**src/rtl/cnn_ctrl_pkg.sv**
```systemverilog
// cnn_ctrl_pkg: shared state encoding, width defaults and width helper for the CNN sequencer
package cnn_ctrl_pkg;
  localparam int DATA_W_DEF = 32;
  typedef enum logic [2:0] {
    IDLE   = 3'd0,
    LOAD   = 3'd1,
    SETTLE = 3'd2,
    SCAN   = 3'd3,
    DONE   = 3'd4
  } state_t;
  function automatic int width_of(input int n);
    return (n > 1) ? $clog2(n) : 1;
  endfunction
endpackage

```
**src/rtl/argmax_tracker.sv**
```systemverilog
// argmax_tracker: running signed argmax; best_* include the current input so the caller can latch the final winner on the last index
module argmax_tracker
  import cnn_ctrl_pkg::*;
#(
  parameter int DATA_W = DATA_W_DEF,
  parameter int SW     = 4
) (
  input  logic              clk,
  input  logic              rstb,
  input  logic              first,
  input  logic              valid,
  input  logic [SW-1:0]     idx,
  input  logic [DATA_W-1:0] score,
  output logic [SW-1:0]     best_idx,
  output logic [DATA_W-1:0] best_score
);
  logic [SW-1:0]     r_idx;
  logic [DATA_W-1:0] r_score;
  logic              take;
  // strict greater keeps the lowest index on ties
  assign take       = valid && (first || $signed(score) > $signed(r_score));
  assign best_idx   = take ? idx : r_idx;
  assign best_score = take ? score : r_score;
  always_ff @(posedge clk or negedge rstb) begin
    if (!rstb) begin
      r_idx   <= '0;
      r_score <= '0;
    end else if (valid) begin
      r_idx   <= best_idx;
      r_score <= best_score;
    end
  end
endmodule

```
**src/rtl/cnn_sequencer.sv**
```systemverilog
// cnn_sequencer: streams one image into the CNN buffer, waits for the datapath to settle, then scans class scores for the argmax
module cnn_sequencer
  import cnn_ctrl_pkg::*;
#(
  parameter int  INPUT_SIZE    = 28,
  parameter int  NUM_CLASSES   = 10,
  parameter int  SETTLE_CYCLES = 4,
  parameter int  DATA_W        = DATA_W_DEF,
  localparam int NPIX          = INPUT_SIZE * INPUT_SIZE,
  localparam int AW            = width_of(NPIX),
  localparam int SW            = width_of(NUM_CLASSES)
) (
  input  logic              clk,
  input  logic              rstb,
  input  logic              start,
  input  logic              abort,
  input  logic              in_valid,
  input  logic [DATA_W-1:0] in_data,
  output logic              in_ready,
  output logic              pix_wr_en,
  output logic [AW-1:0]     pix_wr_addr,
  output logic [DATA_W-1:0] pix_wr_data,
  output logic [SW-1:0]     score_sel,
  input  logic [DATA_W-1:0] score,
  output logic              busy,
  output logic              done,
  output logic [SW-1:0]     class_id,
  output logic [DATA_W-1:0] class_score
);
  localparam int CW = width_of(SETTLE_CYCLES);
  state_t            st;
  logic [CW-1:0]     settle_cnt;
  logic [SW-1:0]     best_idx;
  logic [DATA_W-1:0] best_score;
  assign in_ready    = st == LOAD;
  assign busy        = st != IDLE;
  assign done        = st == DONE;
  assign pix_wr_en   = in_valid && in_ready && !abort;
  assign pix_wr_data = in_data;
  argmax_tracker #(.DATA_W(DATA_W), .SW(SW)) u_argmax (
    .clk        (clk),
    .rstb       (rstb),
    .first      (score_sel == '0),
    .valid      (st == SCAN && !abort),
    .idx        (score_sel),
    .score      (score),
    .best_idx   (best_idx),
    .best_score (best_score)
  );
  // pix_wr_addr doubles as the pixel counter; it parks on NPIX-1 after the last pixel
  always_ff @(posedge clk or negedge rstb) begin
    if (!rstb) begin
      st          <= IDLE;
      pix_wr_addr <= '0;
      settle_cnt  <= '0;
      score_sel   <= '0;
      class_id    <= '0;
      class_score <= '0;
    end else if (abort) begin
      st        <= IDLE;
      score_sel <= '0;
    end else begin
      case (st)
        IDLE: if (start) begin
          st          <= LOAD;
          pix_wr_addr <= '0;
        end
        LOAD: if (in_valid) begin
          if (pix_wr_addr == AW'(NPIX - 1)) begin
            st         <= SETTLE;
            settle_cnt <= CW'(SETTLE_CYCLES - 1);
          end else begin
            pix_wr_addr <= pix_wr_addr + AW'(1);
          end
        end
        SETTLE: if (settle_cnt == '0) st <= SCAN;
                else settle_cnt <= settle_cnt - CW'(1);
        SCAN: if (score_sel == SW'(NUM_CLASSES - 1)) begin
          st          <= DONE;
          score_sel   <= '0;
          class_id    <= best_idx;
          class_score <= best_score;
        end else begin
          score_sel <= score_sel + SW'(1);
        end
        DONE:    st <= IDLE;
        default: st <= IDLE;
      endcase
    end
  end
endmodule

```
**config.mk**
```make
export PLATFORM = sky130hd
export DESIGN_NAME = cnn_sequencer
export DESIGN_NICKNAME = d
export VERILOG_FILES = /design/src/rtl/cnn_ctrl_pkg.sv /design/src/rtl/argmax_tracker.sv /design/src/rtl/cnn_sequencer.sv
export SDC_FILE = /design/constraint.sdc
export NUM_CORES = 1
export LEC_CHECK = 0
export CAP_MARGIN = 20
export CORE_AREA = 2 2 83 164
export DETAILED_ROUTE_END_ITERATION = 12
export DIE_AREA = 0 0 85 166
export GPL_TIMING_DRIVEN = 0
export PLACE_DENSITY = 0.69
export SYNTH_ARGS = -nofsm -noshare
export SYNTH_HDL_FRONTEND = slang
export SYNTH_SLANG_ARGS = --single-unit
```
**constraint.sdc**
```tcl
create_clock -name clk -period 2.9 [get_ports clk]
set_clock_uncertainty 0.15 [all_clocks]
set_input_delay 0.29 -clock clk [delete_from_list [all_inputs] [get_ports clk]]
set_output_delay 0.29 -clock clk [all_outputs]
set_load 0.05 [all_outputs]
```
==> out/metrics.csv, run 1 <==
stage,metric,value,unit
grt,grt_pass1_wl,22.4,mm
worst_hold_path,hold_depth,2,
placed_design,place.gp.congestion,0.816,
route,ant_nets,0,
cells_and_area,final_common_cell,clkdlybuf4s50_1,
synth,synth_nets,660,
synth,synthMuxAreaShare,0.446,%
clock_network,cts_buffer_depth,2,
synth,yosysUniqueCellTypes,49,
worst_setup_path,required,2.93,ns
synth,postSynthAreaPerCell,9.11,um^2
route,post_drt_via_cell_ratio,5.36,
sta,setup_ws,-0.0139,ns
worst_setup_path,rrSetupSlack,0.04,ns
worst_hold_path,hp-class,reg2reg,
grt,grt_util_met2,36.4,%
status,violations,negative setup slack,
placed_design,dp_cells,829,
worst_setup_path,path_buf_inv,2,
clock_network,tritoncts,built,
clock_network,cts-root-buf,clkbuf_16,
synth,syn-cell-area,0.00505,mm^2
worst_setup_path,crit_chain,"clkdlybuf4s50_1, ha_1, nand4_1, or3_4, a21oi_1, or4b_4, a32o_2, buf_4, o21ai_1, a31oi_1",
worst_setup_path,criticalPathCategory,in2reg,
grt,grtUsageMet3,3.28,%
power_and_ir_drop,p_leak,3.25,nW
grt,track_usage,19.4,%
clock_network,clkTransAtPathRegs,0.06,ns
clock_network,cts.sink_count,91,
sta,tightest_slew,0.913,ns
worst_hold_path,hp-start,u_argmax.r_idx[0],
worst_hold_path,holdPathEnd,u_argmax.r_idx[0],
sta,hold_slack,0.359,ns
synth,async_flop_share,100,%
route,num_vias,4576,
power_and_ir_drop,powerDensity,661,mW/mm^2
worst_setup_path,start_kind,input pin,
synth,yosys_register_bits,91,
grt,use_met1,21.4,%
sta,final-hold-violation-count,0,
synth,synth_fa_ha_area_share,9.17,%
synth,syn_inst,554,
floorplan,die_y,166,um
placed_design,dp_hpwl,10.2,mm
worst_setup_path,crit_fanout,10,
sta,post-route-min-period,2.91,ns
cells_and_area,layout_common_cells,"clkdlybuf4s50_1 (119), dfrtp_1 (91), nor2_1 (53), nand3_1 (49), nand2_1 (47)",
synth,synth-compound-area-share,16.2,%
worst_setup_path,timing.rr.end,class_score[27],
floorplan,die-area,0.0141,mm^2
worst_setup_path,cpPeakStageDelay,0.58,ns
worst_setup_path,endpoint_kind,flop,
route,first_pass_iters,5,
route,wire_per_inst,15.9,um
cells_and_area,fin_nets,803,
sta,drv_slew,0,
power_and_ir_drop,power,4.57,mW
worst_setup_path,crit_arrival,2.94,ns
grt,grt_overflow,0,
floorplan,core_region_area,0.0129,mm^2
worst_setup_path,rr_worst_depth,10,
synth,synthXorXnorAreaFrac,0,%
cells_and_area,area_delta_synth_final,37.1,%
worst_setup_path,cp_slowest_cell,or4b_4,
placed_design,dpl_cell_area,0.00648,mm^2
synth,synth_warnings,0,
grt,grt-busiest-layer,met2,
cells_and_area,fin_util,53.5,%
floorplan,start_util,39.1,%
placed_design,portBuffers,122,
job,drv_cap,0,
status,status,finished with violations,
clock_network,numCtsBuffers,9,
synth,seq_area_frac_synth,45.1,%
cells_and_area,n_fill_cell,1196,
cells_and_area,stdcell_area,0.00692,mm^2
floorplan,pin_count,155,
cells_and_area,finalNonFillerCells,854,
sta,relSlewSlack,37.5,%
synth,synth-simple-area-share,18.3,%
floorplan,die_x,85,um
sta,setup_viol,8,
floorplan,rows,59,
sta,min_period_over_period,100,%
synth,synth_edf_count,0,
grt,grt_max_degree,48,
route,drt_iter0_markers,142,
clock_network,htree_levels,3,
synth,synth_top_family_by_area,simple AND/OR/NAND/NOR gates,
sta,fmax,0.343,GHz
clock_network,insertion_delay,0.34,ns
sta,rsz0062_at_grt,true,
grt,grt_pass1_vias,4745,
synth,synth_ff_type,dfrtp_1,
worst_setup_path,worstReg2RegStart,u_argmax.r_score[13],
grt,antenna_found_initial,0,
route,wirelength,13.5,mm
worst_setup_path,cpLargestDelayFamily,simple AND/OR/NAND/NOR gates,
power_and_ir_drop,ir_drop,0.518,mV
cells_and_area,drive_gt1_share,13.4,%
route,route.detailed.drc,0,
cells_and_area,antenna_cells,0,
[synthesized netlist by cell type (2+ instances only)]
| cell type | count | share of area (%) |
|---|---|---|
| clkbuf_2 | 2 | 0.20 |
| buf_6 | 5 | 1.1 |
| a21oi_1 | 16 | 1.6 |
| o31ai_1 | 5 | 0.74 |
| or3_1 | 2 | 0.25 |
| a22o_1 | 2 | 0.35 |
| nor2_1 | 53 | 3.9 |
| nand2_1 | 47 | 3.5 |
| a31oi_1 | 36 | 4.5 |
| buf_4 | 32 | 4.8 |
| nor4_1 | 3 | 0.37 |
| and2_1 | 4 | 0.50 |
| a21oi_2 | 2 | 0.35 |
| nand3b_1 | 2 | 0.30 |
| nand3_1 | 49 | 4.9 |
| nor2b_1 | 2 | 0.25 |
| nor3_1 | 4 | 0.40 |
| buf_2 | 6 | 0.60 |
| nand2b_1 | 4 | 0.50 |
| nand4_1 | 9 | 1.1 |
| a211oi_1 | 2 | 0.30 |
| o21a_1 | 2 | 0.30 |
| inv_1 | 39 | 2.9 |
| o21ai_1 | 30 | 3.0 |
| dfrtp_1 | 91 | 45 |
| mux2_2 | 2 | 0.45 |
| clkbuf_1 | 13 | 0.97 |
| and3_1 | 4 | 0.50 |
| o21ai_0 | 25 | 2.5 |
| a21o_1 | 5 | 0.74 |
| ha_1 | 37 | 9.2 |
| nor3b_1 | 2 | 0.30 |
[cells by family after synthesis]
group	count (synthesis)
adders and majority gates	37
AOI/OAI and AO/OA	133
buffers and inverters	99
DFF	91
and+or+nand+nor	192
muxes	2
[metrics by stage]
stage	worst slack [ns]	TNS, ns
2_1_floorplan	0.166	0
3_3_place_gp	-1.95	-205.35
3_5_place_dp	-0.586	-34.02
4_1_cts	0.00635	0
5_1_grt	-0.103	-1.97
6_report	-0.0139	-0.0594
[routing by layer]
metal | vias to the layer above | share of wire, %
met4 | 0 | 1.2
met5 | - | 0
met2 | 159 | 56
met3 | 12 | 5.0
met1 | 2198 | 38
li1 | 2207 | -
[worst max-delay path by stage]
stage	startpoint	endpoint	cells after the start
floorplan	st[1]	pix_wr_en	4
global placement	rstb	class_score[8]	1
detailed placement	score[14]	class_score[27]	10
CTS	score[13]	class_score[19]	10
global route	score[30]	class_score[10]	11
finish	score[14]	class_score[27]	10
[flip-flops by register name (all words and copies together), names as in the netlist]
name and flops:
class_score 32, u_argmax.r_score 32, pix_wr_addr 10, class_id 4, score_sel 4, u_argmax.r_idx 4
st 3, settle_cnt 2
[report_power, final]
| part | total, mW | switching, mW | internal, mW |
|---|---|---|---|
| clock network | 1.17 | 0.479 | 0.691 |
| registers | 1.65 | 0.142 | 1.51 |
| logic | 1.75 | 1.05 | 0.698 |
| total | 4.57 | 1.67 | 2.90 |
[worst min-delay path: stages (launching register included)]
cell and delay [ns]:
dfrtp_1 0.32, nand3_1 0.08, nand2_1 0.07
[final cells by class]
class	count	area (um^2)	area share [%]
tap	152	190	2.75
multi-input combinational	364	2270	32.9
clock buffer	12	246	3.56
inverter	40	150	2.17
sequential	91	2280	32.9
clock inverter	4	50.0	0.724
timing repair buffer	132	1320	19.1
buffer	59	410	5.93
[repair_timing]
action / 4_1_cts / 5_1_grt
gates cloned: 0 / 1
buffers inserted: 3 / 4
pin swaps: 3 / 3
hold endpoints to repair: 44 / 0
hold buffers: 1 / 0
setup endpoints to repair: 65 / 65
resized for setup: 9 / 25
No activity file was read; power rests on OpenSTA's default activity.
==> run 2, diff against run 1 <==
--- a/config.mk
+++ b/config.mk
@@ -11,6 +11,7 @@
 export DIE_AREA = 0 0 85 166
 export GPL_TIMING_DRIVEN = 0
 export PLACE_DENSITY = 0.69
+export REMOVE_ABC_BUFFERS = 1
 export SYNTH_ARGS = -nofsm -noshare
 export SYNTH_HDL_FRONTEND = slang
 export SYNTH_SLANG_ARGS = --single-unit
==> out/metrics.csv, run 2 (synthesized netlist as in run 1, its figures left out) <==
stage,metric,value,unit,change
sta,tightest_slew,0.534,ns,-0.380 ns
sta,min_period_over_period,97.2,%,-3.2 points
worst_hold_path,hp-class,in2reg,,
power_and_ir_drop,pwr-share-comb,35.9,%,-2.4 points
cells_and_area,drive_gt1_share,11.9,%,-1.5 points
route,wirelength,14.1,mm,+4.2%
route,post_drt_via_cell_ratio,5.64,,+5.3%
worst_setup_path,timing.rr.end,u_argmax.r_idx[3],,
floorplan,die_y,166,um,unchanged
power_and_ir_drop,power_switching_share,36.3,%,-0.31 points
job,drv_cap,0,,unchanged
power_and_ir_drop,power.internal,2.95,mW,+1.6%
grt,grt_pass1_vias,4595,,-3.2%
worst_hold_path,hp-start,score[9],,
grt,grt_overflow,0,,unchanged
clock_network,clkTransAtPathRegs,0.07,ns,about the same
floorplan,core_region_area,0.0129,mm^2,unchanged
cells_and_area,fin_nets,723,,-10%
worst_setup_path,criticalPathCategory,in2reg,,
power_and_ir_drop,powerDensity,704,mW/mm^2,+6.5%
worst_setup_path,rrSetupSlack,0.10,ns,+0.06 ns
worst_setup_path,endpoint_kind,flop,,
grt,grt_max_degree,65,,+35%
power_and_ir_drop,clkPwrFrac,27.8,%,+2.2 points
worst_setup_path,crit_arrival,2.90,ns,-0.04 ns
cells_and_area,n_fill_cell,1166,,-2.5%
worst_setup_path,rr_worst_depth,9,,-1
sta,hold_slack,0.143,ns,-0.216 ns
route,route.detailed.drc,0,,unchanged
clock_network,htree_levels,3,,unchanged
power_and_ir_drop,switchingPower,1.68,mW,+0.29%
sta,drv_slew,0,,unchanged
sta,relSlewSlack,64.3,%,+27 points
cells_and_area,stdcell_area,0.00657,mm^2,-5.0%
power_and_ir_drop,p_seq_share,36.3,%,+0.2 points
cells_and_area,final_common_cell,dfrtp_1,,
route,wire_per_inst,18.2,um,+15%
worst_setup_path,required,2.98,ns,+0.05 ns
route,drt_iter0_markers,224,,+58%
cells_and_area,reg_top3,"class_score x32, u_argmax.r_score x32, pix_wr_addr x10",,
grt,antenna_found_initial,1,,+1
clock_network,cts.sink_count,91,,unchanged
floorplan,rows,59,,unchanged
sta,rsz0062_at_grt,true,,
worst_setup_path,start_kind,input pin,,
clock_network,cts-root-buf,clkbuf_16,,
clock_network,cts_buffer_depth,2,,unchanged
clock_network,tritoncts,built,,
placed_design,dp_hpwl,9.92,mm,-3.2%
route,num_vias,4372,,-4.5%
power_and_ir_drop,p_leak,3.05,nW,-6.1%
cells_and_area,area_delta_synth_final,30.2,%,
placed_design,place.gp.congestion,0.794,,-2.6%
placed_design,portBuffers,90,,-26%
grt,grt_pass1_wl,22.8,mm,+2.0%
floorplan,die_x,85,um,unchanged
floorplan,die-area,0.0141,mm^2,unchanged
clock_network,insertion_delay,0.34,ns,about the same
sta,setup_ws,0.0800,ns,+0.0938 ns
floorplan,start_util,39.1,%,unchanged
route,first_pass_iters,7,,+2
sta,setup_viol,0,,-8
placed_design,dpl_cell_area,0.00590,mm^2,-9.1%
floorplan,pin_count,155,,unchanged
sta,final-hold-violation-count,0,,unchanged
worst_setup_path,crit_fanout,4,,-6
power_and_ir_drop,power,4.62,mW,+1.1%
sta,post-route-min-period,2.82,ns,-0.0938 ns
status,status,completed,,
power_and_ir_drop,ir_drop,0.397,mV,-23%
grt,track_usage,20.4,%,+0.98 points
sta,fmax,0.355,GHz,+3.3%
clock_network,numCtsBuffers,9,,unchanged
cells_and_area,layout_common_cells,"dfrtp_1 (90), clkdlybuf4s50_1 (83), nor2_1 (51), nand3_1 (49), nand2_1 (47)",,
route,ant_nets,0,,unchanged
placed_design,post-place-ws,-1.03,ns,-0.444 ns
worst_hold_path,hold_depth,3,,+1
worst_setup_path,worstReg2RegStart,u_argmax.r_score[11],,
worst_hold_path,holdPathEnd,u_argmax.r_score[9],,
## run 2: per-stage QoR
step | cells | util, % | setup TNS [ns]
after detailed placement | 742 | 45.6 | -64.55
final | 775 | 50.9 | 0
after global routing | 775 | 50.9 | -0.0238
after global placement | 737 | 44.5 | -330.38
after CTS | 772 | 49.7 | 0
after floorplan | 495 | - | -39.47
## run 2: critical path, stage by stage
cell and delay, ns:
clkdlybuf4s50_1 0.44, ha_1 0.33, nand4_1 0.21, or3_1 0.16
a21oi_1 0.05, or4b_4 0.59, a32o_4 0.35, nor2_2 0.14
mux2_2 0.34
## run 2: layout make-up
type	instances	area [um^2]	share of cell area (%)
timing repair buffer	109	1190	18.1
tap	152	190	2.89
multi-input combinational	366	2430	37.1
sequential	91	2280	34.7
clock inverter	6	96.3	1.47
clock buffer	10	229	3.49
inverter	40	150	2.29
antenna	1	2.50	0.0381
## run 2: how the worst max path moves through the flow
stage | start | slack (ns) | end | depth (start not counted)
4_1_cts | score[15] | 0.005 | u_argmax.r_idx[3] | 9
6_report | score[11] | 0.08 | u_argmax.r_idx[3] | 9
3_3_place_gp | abort | -2.42 | class_id[2] | 6
3_5_place_dp | score[13] | -1.03 | class_score[5] | 9
2_1_floorplan | score_sel[0] | -0.96 | class_id[2] | 4
5_1_grt | u_argmax.r_score[15] | -0.01 | class_score[27] | 10
## run 2: power groups by stage
stage | registers, mW | clock network, mW | logic, mW
3_3_place_gp | 1.68 | 0 | 1.39
6_report | 1.68 | 1.28 | 1.66
3_5_place_dp | 1.69 | 0 | 1.48
5_1_grt | 1.70 | 1.37 | 1.88
2_1_floorplan | 1.71 | 0 | 0.989
4_1_cts | 1.67 | 1.32 | 1.59
## run 2: what timing repair did
| item | 4_1_cts | 5_1_grt |
|---|---|---|
| setup buffers | 11 | 1 |
| gates cloned | 2 | 0 |
| setup endpoints to repair | 73 | 51 |
| resized for setup | 10 | 34 |
| hold endpoints to repair | 27 | 0 |
| hold buffers | 1 | 0 |
| pin swaps | 6 | 10 |
## run 2: routing by layer
metal	vias up	track usage (%)	wire length, um
met5	-	2.18	0
met4	0	7.52	284
met3	20	6.76	869
met2	139	34.6	7430
met1	2166	23.5	5530
li1	2047	-	-
